File: src/rtl/memory_arbiter_pkg.sv
// Shared memory-port signalling used between fetch/decode stages and the memory bus.
package memory_arbiter_pkg;

  typedef struct packed {
    logic        mem_valid;
    logic        mem_instr;
    logic [31:0] mem_addr;
    logic [31:0] mem_wdata;
    logic [3:0]  mem_wstrb;
  } mem_in_type;

  typedef struct packed {
    logic        mem_ready;
    logic [31:0] mem_rdata;
  } mem_out_type;

endpackage

File: src/rtl/memory_arbiter.sv
// Two-port arbiter for the single memory port: fetch and load/store requests are
// buffered one-deep, issued one at a time round-robin, and responses routed to the owner.
module memory_arbiter
  import memory_arbiter_pkg::*;
(
  input  logic        clk,
  input  logic        rst,
  input  mem_in_type  imem_in,
  output mem_out_type imem_out,
  input  mem_in_type  dmem_in,
  output mem_out_type dmem_out,
  output mem_in_type  mem_in,
  input  mem_out_type mem_out,
  output logic [1:0]  dbg_state_o
);

  // Requester handshake: a request is a one-cycle mem_valid pulse; the requester
  // holds off until it sees its own one-cycle mem_ready, which carries mem_rdata.
  typedef enum logic [1:0] {
    S_IDLE   = 2'd0,
    S_BUSY_I = 2'd1,
    S_BUSY_D = 2'd2
  } state_e;

  localparam logic GRANT_I = 1'b0;
  localparam logic GRANT_D = 1'b1;

  state_e      state_q, state_d;
  logic        last_grant_q, last_grant_d;

  logic        ipend_q, ipend_d;
  logic [31:0] iaddr_q, iaddr_d;
  logic [31:0] iwdata_q, iwdata_d;

  logic        dpend_q, dpend_d;
  logic [31:0] daddr_q, daddr_d;
  logic [31:0] dwdata_q, dwdata_d;
  logic [3:0]  dwstrb_q, dwstrb_d;

  logic        grant_i, grant_d;
  logic        done_i, done_d;

  // Fetch strobes are forced to zero and the instr flags are implied by the port.
  logic        unused_inputs;
  assign unused_inputs = ^{imem_in.mem_instr, imem_in.mem_wstrb, dmem_in.mem_instr};

  always_comb begin
    grant_i = 1'b0;
    grant_d = 1'b0;
    if (state_q == S_IDLE) begin
      grant_i = ipend_q && (!dpend_q || (last_grant_q == GRANT_D));
      grant_d = dpend_q && (!ipend_q || (last_grant_q == GRANT_I));
    end
    done_i = (state_q == S_BUSY_I) && mem_out.mem_ready;
    done_d = (state_q == S_BUSY_D) && mem_out.mem_ready;
  end

  always_comb begin
    state_d      = state_q;
    last_grant_d = last_grant_q;
    if (grant_i) begin
      state_d      = S_BUSY_I;
      last_grant_d = GRANT_I;
    end else if (grant_d) begin
      state_d      = S_BUSY_D;
      last_grant_d = GRANT_D;
    end else if (done_i || done_d) begin
      state_d = S_IDLE;
    end

    // A request landing on the completion edge of the same port is taken, not dropped.
    ipend_d  = ipend_q && !done_i;
    iaddr_d  = iaddr_q;
    iwdata_d = iwdata_q;
    if (imem_in.mem_valid && (!ipend_q || done_i)) begin
      ipend_d  = 1'b1;
      iaddr_d  = imem_in.mem_addr;
      iwdata_d = imem_in.mem_wdata;
    end

    dpend_d  = dpend_q && !done_d;
    daddr_d  = daddr_q;
    dwdata_d = dwdata_q;
    dwstrb_d = dwstrb_q;
    if (dmem_in.mem_valid && (!dpend_q || done_d)) begin
      dpend_d  = 1'b1;
      daddr_d  = dmem_in.mem_addr;
      dwdata_d = dmem_in.mem_wdata;
      dwstrb_d = dmem_in.mem_wstrb;
    end
  end

  always_ff @(posedge clk or negedge rst) begin
    if (!rst) begin
      state_q      <= S_IDLE;
      last_grant_q <= GRANT_I;
      ipend_q      <= 1'b0;
      iaddr_q      <= '0;
      iwdata_q     <= '0;
      dpend_q      <= 1'b0;
      daddr_q      <= '0;
      dwdata_q     <= '0;
      dwstrb_q     <= '0;
    end else begin
      state_q      <= state_d;
      last_grant_q <= last_grant_d;
      ipend_q      <= ipend_d;
      iaddr_q      <= iaddr_d;
      iwdata_q     <= iwdata_d;
      dpend_q      <= dpend_d;
      daddr_q      <= daddr_d;
      dwdata_q     <= dwdata_d;
      dwstrb_q     <= dwstrb_d;
    end
  end

  always_comb begin
    mem_in   = '0;
    imem_out = '0;
    dmem_out = '0;
    if (grant_i) begin
      mem_in.mem_valid = 1'b1;
      mem_in.mem_instr = 1'b1;
      mem_in.mem_addr  = iaddr_q;
      mem_in.mem_wdata = iwdata_q;
      mem_in.mem_wstrb = 4'h0;
    end else if (grant_d) begin
      mem_in.mem_valid = 1'b1;
      mem_in.mem_instr = 1'b0;
      mem_in.mem_addr  = daddr_q;
      mem_in.mem_wdata = dwdata_q;
      mem_in.mem_wstrb = dwstrb_q;
    end
    if (done_i) begin
      imem_out.mem_ready = 1'b1;
      imem_out.mem_rdata = mem_out.mem_rdata;
    end
    if (done_d) begin
      dmem_out.mem_ready = 1'b1;
      dmem_out.mem_rdata = mem_out.mem_rdata;
    end
  end

  assign dbg_state_o = state_q;

endmodule

File: config.mk
export PLATFORM = sky130hd
export DESIGN_NAME = memory_arbiter
export DESIGN_NICKNAME = d
export VERILOG_FILES = /design/src/rtl/memory_arbiter_pkg.sv /design/src/rtl/memory_arbiter.sv
export SDC_FILE = /design/constraint.sdc
export NUM_CORES = 1
export LEC_CHECK = 0
export CELL_PAD_IN_SITES_DETAIL_PLACEMENT = 0
export CELL_PAD_IN_SITES_GLOBAL_PLACEMENT = 1
export CORE_ASPECT_RATIO = 1.75
export CORE_MARGIN = 2
export CORE_UTILIZATION = 33
export CTS_BUF_LIST = sky130_fd_sc_hd__clkbuf_8
export DETAILED_ROUTE_END_ITERATION = 10
export PLACE_DENSITY_LB_ADDON = 0.1
export SETUP_SLACK_MARGIN = 0.1
export SLEW_MARGIN = 20
export SYNTH_ARGS = -nofsm -noshare
export SYNTH_HDL_FRONTEND = slang
export SYNTH_SLANG_ARGS = --single-unit
export TNS_END_PERCENT = 5
File: constraint.sdc
create_clock -name clk -period 2 [get_ports clk]
set_input_delay 0.4 -clock clk [delete_from_list [all_inputs] [get_ports clk]]
set_output_delay 0.4 -clock clk [all_outputs]
set_load 0.05 [all_outputs]
# ---- Word level (Yosys, flattened, before mapping)
# Index checks and enable logic that the tools add are counted.
dict set report totals {
  romBits 0
  output_inout_bits 138
  wordCells 45
  mem_count 0
  ramBits 0
  regBits 137
  latch_bits 0
  input_bits 175
}
dict set report op_classes {
  n_mux 13
  n_shift 0
  eq_ne 2
  n_addsub 0
  n_mul 0
  bitwise 1
  n_lt_le_gt_ge 0
  n_div 0
  n_reduce_logical 20
}
# op count
set op_table {}
lappend op_table {{$mux 70} 2}
lappend op_table {{$mux 33} 2}
lappend op_table {{$logic_and 1x1->1} 8}
lappend op_table {{$mux 1} 6}
lappend op_table {{$mux 2} 3}
lappend op_table {{$logic_or 1x1->1} 5}
lappend op_table {{$logic_not 1->1} 4}
lappend op_table {{$reduce_bool 3->1} 1}
lappend op_table {{$eq 2x1->1 const B} 1}
lappend op_table {{$eq 2x2->1 const B} 1}
lappend op_table {{$logic_not 2->1} 1}
lappend op_table {{$reduce_bool 2->1} 1}
lappend op_table {{$not 1->1} 1}

# ---- Logic depth before layout (Yosys ltp)
# Gate-level depths: netlist of run 1.
dict set report depth {
  depth_word 6
  ltp_mapped 6
  ltp_nobuf 3
}

# ---- Worst setup path before layout of run 1
# Ideal clock, no wire load.
dict set report synth_path {
  path_kind {register to output}
  startpoint {reg state_q[1] (netlist: dbg_state_o[1])}
  endpoint {out mem_in[0] in the netlist's numbering}
  slack_ps -263
  path_buffers 3
  t_required_ps 1600
  arrival_ps 1863
  stages_incl_launch_ff 7
  path_cell_list {dfrtp_1 -> nor2_1 -> and3_1 -> buf_2 -> buf_6 -> buf_4 -> and2_1}
}
# item line_no
set synth_rtl {}
lappend synth_rtl {{start: declaration} memory_arbiter.sv:28} ;# state_e state_q, state_d;
lappend synth_rtl {{start signal: assignment} memory_arbiter.sv:105} ;# state_q <= state_d;
lappend synth_rtl {{end: declaration} memory_arbiter.sv:12} ;# output mem_in_type mem_in,

==> run summary, run 1 <==
Setup Viol. Count Final: 135
Post-Layout Cell Count: 1049
Synth top area share: 52.0%
layout cell share with drive strength beyond 1: 57.9%
Slew Viols, Final: 0
XOR/XNOR Fraction of Synth Area: 0%
P&R area growth vs syn: 95.6%
internal power: 13.1 mW
Max Cap Viol: 0
mapped cell area: 0.00659 mm2
failing checks: negative setup slack
Worst-Margin Slew: 0.355 ns
setup TNS: -26.28 ns
top cells by area, synth: dfrtp_1 52%, mux2_4 14%, mux2_2 8.9%, a22o_1 8.5%, and2_1 6.5%
Cell Chain, Critical Path: nor2_4 -> and3_4 -> buf_8 -> buf_12 -> a22o_1 -> buf_12
flop2flop setup slack: 0.12 ns
post-synthesis cell type with the largest combined area: dfrtp_1
largest net degree at the start of global routing: 43
Synth cell types: 23
DP Wirelength: 16000 um
nets: 964
total net switching power: 8.19 mW
RSZ-0062 raised after global routing: yes
fraction of the mapped netlist area in adder cells: 0%
CP endpoint kind: primary output
# IOs: 313
sequential share of power: 24.7%
setup ws final: -0.263 ns
CP max-delay cell: dfrtp_2
CP Launch Type: flop
GRT Util Overall: 21.2%
combinational share of power: 62.1%
Core Box Area: 0.0197 mm2
Reg clk slew, reported paths: 0.08 ns
CP max stage delay: 0.45 ns
row count: 68
Most Frequent Cell on Critical Path: buf_12
drt drc: 0
number of port buffers: 306
Sw Share: 38.5%
reg-to-reg startpoint: dbg_state_o[0]
vias per std cell: 4.86
worst r2r dst: iwdata_q[20]
post-synthesis compound-gate area fraction: 9.58%
Worst Path Arrival: 1.86 ns
Crit Path Max Fanout: 7
fin crit share: 113%
clock network fraction of total power: 13.1%
status: finished, violations left
initial drt markers: 152
routability-driven placement congestion ratio: 0.765
Synth Area in Simple Gates: 7.27%
WP data required: 1.60 ns
drt first pass iters: 4
initial antenna violation count: 2
first-pass GRT wire length: 34500 um
worst-case reg-to-reg path depth: 7
WL/cell: 21.2 um
Crit. Startpoint: dbg_state_o[1]
Die Y-Extent: 191 um
Hold Slack: 0.413 ns
Die ar.: 0.0212 mm2
via count: 5093
HP Class: input pin to asynchronous set/reset pin
Max IR drop VDD: 1090 uV
Max-slew headroom: 76.3%
worst skew pair latency: 0.45 ns
CTS root buffer: clkbuf_8
clock sink count: 137
main combinational cell family by area after synthesis: multiplexers
kind of critical path: flop to primary output
post-synthesis sequential area ratio: 52.0%
post-synthesis mux area share: 26.0%
CTS max path bufs: 2
Mapped Cells: 457
H-tree levels: 4
grt ovf: 0
Num CTS Buffers: 17
final wirelength: 22200 um
Final Hold Fails: 0
Starting Density: 33.5%
dpl cells: 997
Syn Area/Cell: 14.4 um2
vias in the first global route: 5854
syn_nets: 632
pwr/cell area: 1650 mW/mm2
antenna viol nets, final: 0
Yosys Warn Count: 0
CTS tree: built
LEAKAGE: 5.66 nW
Final Skew: 0.0154 ns
die width: 111 um
Seq cells post-synth: 137
f_max: 442 MHz
Final Critical Period: 2.26 ns
-- how the worst max path moves through the flow --
stage	endpoint	slack [ns]
2_1_floorplan	imem_out[23]	-0.0007
3_3_place_gp	imem_out[15]	-0.16
3_5_place_dp	imem_out[13]	-0.20
4_1_cts	mem_in[61]	-0.29
5_1_grt	mem_in[63]	-0.34
6_report	mem_in[61]	-0.26
-- per-layer routing --
| layer | GRT usage [%] | wire length [um] | vias to the layer above |
|---|---|---|---|
| li1 | - | - | 2305 |
| met1 | 24.4 | 8370 | 2585 |
| met2 | 38.8 | 12400 | 177 |
| met3 | 4.82 | 1000 | 26 |
| met4 | 6.68 | 497 | 0 |
| met5 | 0 | 0 | - |
-- power groups by stage --
stage | combinational, mW | sequential (mW) | clock (mW)
2_1_floorplan | 7.24 | 5.05 | 0
5_1_grt | 13.7 | 5.44 | 3.00
3_5_place_dp | 12.4 | 5.23 | 0
6_report | 13.2 | 5.25 | 2.80
4_1_cts | 13.3 | 5.25 | 2.87
3_3_place_gp | 12.3 | 5.11 | 0
-- area by class of cell --
class                           instances  area (um2)
Sequential cell                       137        3430
Inverter                                2        10.0
Multi-Input combinational cell        280        3550
Clock inverter                         14         241
Tap cell                              245         307
Fill cell                            1465        6760
Clock buffer                           18         248
Timing Repair Buffer                  351        5100
Antenna cell                            2        5.00
-- through the flow --
stage          utilization (%)  setup WS [ns]  power (mW)  instance area [um2]
3_5_place_dp              60.3         -0.196        17.7                11800
6_report                  65.6         -0.263        21.3                12900
5_1_grt                   65.6         -0.337        22.2                12900
2_1_floorplan                -      -0.000726        12.3                 7040
3_3_place_gp              60.3         -0.158        17.4                11800
4_1_cts                   65.3         -0.291        21.4                12800
-- repair_timing --
item	CTS	global route
hold buffers	1	0
buffers inserted	13	1
setup endpoints to repair	136	139
gates cloned	5	0
hold endpoints to repair	32	0
pin swaps	117	19
resized for setup	92	10
-- synthesized netlist by cell type --
| cell | instances |
|---|---|
| a31oi_1 | 1 |
| a21o_1 | 4 |
| nand2_1 | 1 |
| buf_6 | 5 |
| mux2_1 | 20 |
| and2_1 | 68 |
| nor2_1 | 1 |
| buf_12 | 6 |
| buf_4 | 12 |
| o21a_1 | 1 |
| buf_2 | 9 |
| a22o_1 | 64 |
| mux2_4 | 60 |
| dfrtp_1 | 137 |
| clkbuf_1 | 6 |
| and3_1 | 2 |
| mux2_2 | 52 |
| nand2b_1 | 1 |
| a21boi_2 | 2 |
| nand3b_4 | 1 |
| a21oi_1 | 1 |
| nand3b_1 | 1 |
| inv_1 | 2 |
-- cells in the final DEF, fill, tap and decap left out --
| master | synthesis | layout |
|---|---|---|
| clkbuf_8 | 0 | 18 |
| a22o_1 | 64 | 5 |
| diode_2 | 0 | 2 |
| buf_4 | 12 | 15 |
| mux2_1 | 20 | 20 |
| nand2b_1 | 1 | 1 |
| clkinv_4 | 0 | 2 |
| nand2_1 | 1 | 1 |
| dlygate4sd3_1 | 0 | 1 |
| buf_8 | 0 | 2 |
| a21o_1 | 4 | 4 |
| bufinv_16 | 0 | 6 |
| and3_4 | 0 | 2 |
| inv_1 | 2 | 1 |
| mux2_2 | 52 | 49 |
| clkdlybuf4s50_1 | 0 | 166 |
| a31oi_1 | 1 | 1 |
| clkinv_2 | 0 | 1 |
| mux2_4 | 60 | 63 |
| a22o_4 | 0 | 59 |
| dfrtp_1 | 137 | 134 |
| o21a_1 | 1 | 1 |
| dfrtp_2 | 0 | 3 |
| a21boi_4 | 0 | 2 |
| inv_4 | 0 | 1 |
| dlygate4sd2_1 | 0 | 1 |
| buf_16 | 0 | 5 |
| a21oi_1 | 1 | 1 |
| inv_6 | 0 | 4 |
| inv_2 | 0 | 1 |
| nand3b_4 | 1 | 1 |
| nor2_4 | 0 | 1 |
| and2_4 | 0 | 68 |
| buf_12 | 6 | 151 |
| buf_6 | 5 | 10 |
| nand3b_1 | 1 | 1 |
-- cell families (layout without fill, tap and decap cells) --
kind of cell / after synthesis / after routing
DFF: 137 / 137
other: 0 / 2
buffers and inverters: 40 / 385
AOI/OAI and AO/OA: 73 / 73
muxes: 132 / 132
and+or+nand+nor: 75 / 75
-- critical path, delay by kind of cell (launching register included) --
kind / cells / cell delay (ns)
buffers and inverters: 3 / 0.42
AO/OA/AOI/OAI: 1 / 0.19
AND/OR/NAND/NOR: 2 / 0.37
flip-flops: 1 / 0.45
-- registers in the layout, summed over array words and instances (netlist names) --
signal / cells
dwstrb_q: 4
dbg_state_o: 2
iwdata_q: 32
ipend_q: 1
dwdata_q: 32
last_grant_q: 1
dpend_q: 1
iaddr_q: 32
daddr_q: 32
Note: power is estimated with default switching activity, not from simulation.
==> inputs of run 2 (changes only) <==
- clock period: 2 -> 2.4 ns (I/O delays scaled with it)
==> run summary, run 2 (same netlist as run 1, synthesis figures left out) <==
Final Skew: 0.0151 ns (was 0.0154 ns)
clock sink count: 137 (unchanged)
vias in the first global route: 5562 (was 5854)
fin crit share: 99.0%
Setup Viol. Count Final: 0 (was 135)
WP data required: 1.92 ns (was 1.60 ns)
Slew Viols, Final: 0 (unchanged)
CTS tree: built (unchanged)
antenna viol nets, final: 0 (unchanged)
Max IR drop VDD: 744 uV (was 1090 uV)
drt first pass iters: 4 (unchanged)
commonest non-fill, non-tap cells in the layout: 168 x clkdlybuf4s50_1, 148 x buf_12, 133 x dfrtp_1 (was 166 x clkdlybuf4s50_1, 151 x buf_12, 134 x dfrtp_1)
flop2flop setup slack: 0.41 ns (was 0.12 ns)
RSZ-0062 raised after global routing: yes (unchanged)
Worst Path Arrival: 1.90 ns (was 1.86 ns)
nets: 948 (was 964)
status: complete, no violations (was finished, violations left)
CTS root buffer: clkbuf_8 (unchanged)
pre-CTS WS: 0.0580 ns (was -0.196 ns)
layout cell share with drive strength beyond 1: 55.2% (was 57.9%)
# IOs: 313 (unchanged)
CP max stage delay: 0.43 ns (was 0.45 ns)
vias per std cell: 4.86 (about the same)
kind of critical path: flop to primary output (unchanged)
first-pass GRT wire length: 33300 um (was 34500 um)
Sw Share: 39.5% (was 38.5%)
Core Box Area: 0.0197 mm2 (unchanged)
sequential share of power: 25.5% (was 24.7%)
grt ovf: 0 (unchanged)
GRT Util Overall: 20.7% (was 21.2%)
Starting Density: 33.5% (unchanged)
initial antenna violation count: 1 (was 2)
final wirelength: 21900 um (was 22200 um)
Die Y-Extent: 191 um (unchanged)
CTS max path bufs: 2 (unchanged)
number of port buffers: 306 (unchanged)
clock network fraction of total power: 11.6% (was 13.1%)
LEAKAGE: 5.40 nW (was 5.66 nW)
Crit. Startpoint: dbg_state_o[1] (unchanged)
WL/cell: 21.2 um (about the same)
via count: 5012 (was 5093)
Hold Slack: 0.0323 ns (was 0.413 ns)
CP endpoint kind: primary output (unchanged)
reg-to-reg startpoint: dbg_state_o[1] (was dbg_state_o[0])
CP Launch Type: flop (unchanged)
pwr/cell area: 1350 mW/mm2 (was 1650 mW/mm2)
row count: 68 (unchanged)
Worst-Margin Slew: 0.633 ns (was 0.355 ns)
H-tree levels: 4 (unchanged)
Cell Chain, Critical Path: nor2_4 -> and3_4 -> buf_12 -> clkbuf_16 -> a22o_1 -> buf_12 (was nor2_4 -> and3_4 -> buf_8 -> buf_12 -> a22o_1 -> buf_12)
Max-slew headroom: 57.8% (was 76.3%)
internal power: 10.2 mW (was 13.1 mW)
setup ws final: 0.0243 ns (was -0.263 ns)
Reg clk slew, reported paths: 0.08 ns (about the same)
Num CTS Buffers: 17 (unchanged)
CTS Hold Bufs: 0 (was 1)
HP Class: input pin to asynchronous set/reset pin (unchanged)
DP Wirelength: 15300 um (was 16000 um)
routability-driven placement congestion ratio: 0.901 (was 0.765)
die width: 111 um (unchanged)
combinational share of power: 62.9% (was 62.1%)
CP max-delay cell: dfrtp_2 (unchanged)
Final Critical Period: 2.38 ns
largest net degree at the start of global routing: 89 (was 43)
Max Cap Viol: 0 (unchanged)
Most Frequent Cell on Critical Path: buf_12 (unchanged)
Crit Path Max Fanout: 5 (was 7)
worst skew pair latency: 0.43 ns (was 0.45 ns)
worst-case reg-to-reg path depth: 6 (was 7)
Die ar.: 0.0212 mm2 (unchanged)
Critical Path Sink: mem_in[62] (was mem_in[61])
total net switching power: 6.65 mW (was 8.19 mW)
initial drt markers: 187 (was 152)
drt drc: 0 (unchanged)
worst r2r dst: iaddr_q[2] (was iwdata_q[20])
P&R area growth vs syn: 88.9% (was 95.6%)
Final Hold Fails: 0 (unchanged)
f_max: 421 MHz
commonest non-fill, non-tap cell in the layout: clkdlybuf4s50_1 (unchanged)
run 2: changes by cell type in the layout (fill, tap and decap cells not counted), moves of 3 or more:
| cell | change |
|---|---|
| mux2_2 | +3 |
| mux2_4 | -3 |
| buf_4 | -4 |
| buf_12 | -3 |
| buf_6 | -7 |
| a22o_1 | +15 |
| clkinvlp_4 | +5 |
| a22o_4 | -15 |
| bufinv_16 | -4 |
| inv_6 | -3 |
| clkbuf_8 | +3 |
run 2: worst max-delay path: cells and delay by family (launching register included):
family | cells | cell delay, ns
and+or+nand+nor | 2 | 0.41
buffers and inverters | 3 | 0.44
DFF | 1 | 0.43
AOI/OAI and AO/OA | 1 | 0.18
run 2: power groups by stage:
stage / combinational [mW] / sequential, mW / clock [mW]
3_5_place_dp: 9.62 / 4.19 / 0
2_1_floorplan: 5.45 / 4.03 / 0
4_1_cts: 10.5 / 4.23 / 2.02
3_3_place_gp: 9.50 / 4.09 / 0
5_1_grt: 11.0 / 4.45 / 2.12
6_report: 10.6 / 4.30 / 1.95
run 2: area by class of cell:
type / instances / area, um2
fill: 1513 / 7200
timing repair buffer: 335 / 4880
sequential: 137 / 3430
multi-input combinational: 280 / 3420
tap: 245 / 307
clock buffer: 21 / 289
clock inverter: 11 / 120
inverter: 2 / 7.51
antenna: 1 / 2.50
run 2: how the worst min path moves through the flow:
stage                      from          end  slack, ns  cells past startpoint
floorplan                   rst   daddr_q[0]       0.18                      0
global placement    daddr_q[30]  daddr_q[30]       0.47                      1
detailed placement  daddr_q[19]  daddr_q[19]       0.48                      1
CTS                         rst  dwstrb_q[0]       0.04                      2
global route                rst  iaddr_q[23]       0.06                      2
finish                      rst  daddr_q[23]       0.03                      2
run 2: metal layers:
metal / GRT usage (%) / share of wire [%] / vias up
met1: 21.5 / 36 / 2511
met3: 5.64 / 6.0 / 12
met4: 7.21 / 1.3 / 0
li1: - / - / 2267
met5: 0 / 0 / -
met2: 39.6 / 57 / 222
run 2: metrics by stage:
stage / std cells / instance area (um2) / TNS [ns] / utilization (%) / power [mW]
final: 1032 / 12500 / 0 / 63.4 / 16.9
after global routing: 1032 / 12500 / -1.47 / 63.4 / 17.6
after CTS: 1028 / 12300 / -0.349 / 62.3 / 16.7
after detailed placement: 984 / 11200 / 0 / 57.2 / 13.8
after global placement: 984 / 11200 / 0 / 57.2 / 13.6
after floorplan: 457 / 6600 / 0 / - / 9.48
run 2: repair_timing:
action                                  CTS  global route
setup buffers                             9             1
cloned                                    3             2
endpoints found under the setup margin   70           133
gates resized for setup                 110            18
pin swaps                                53            62
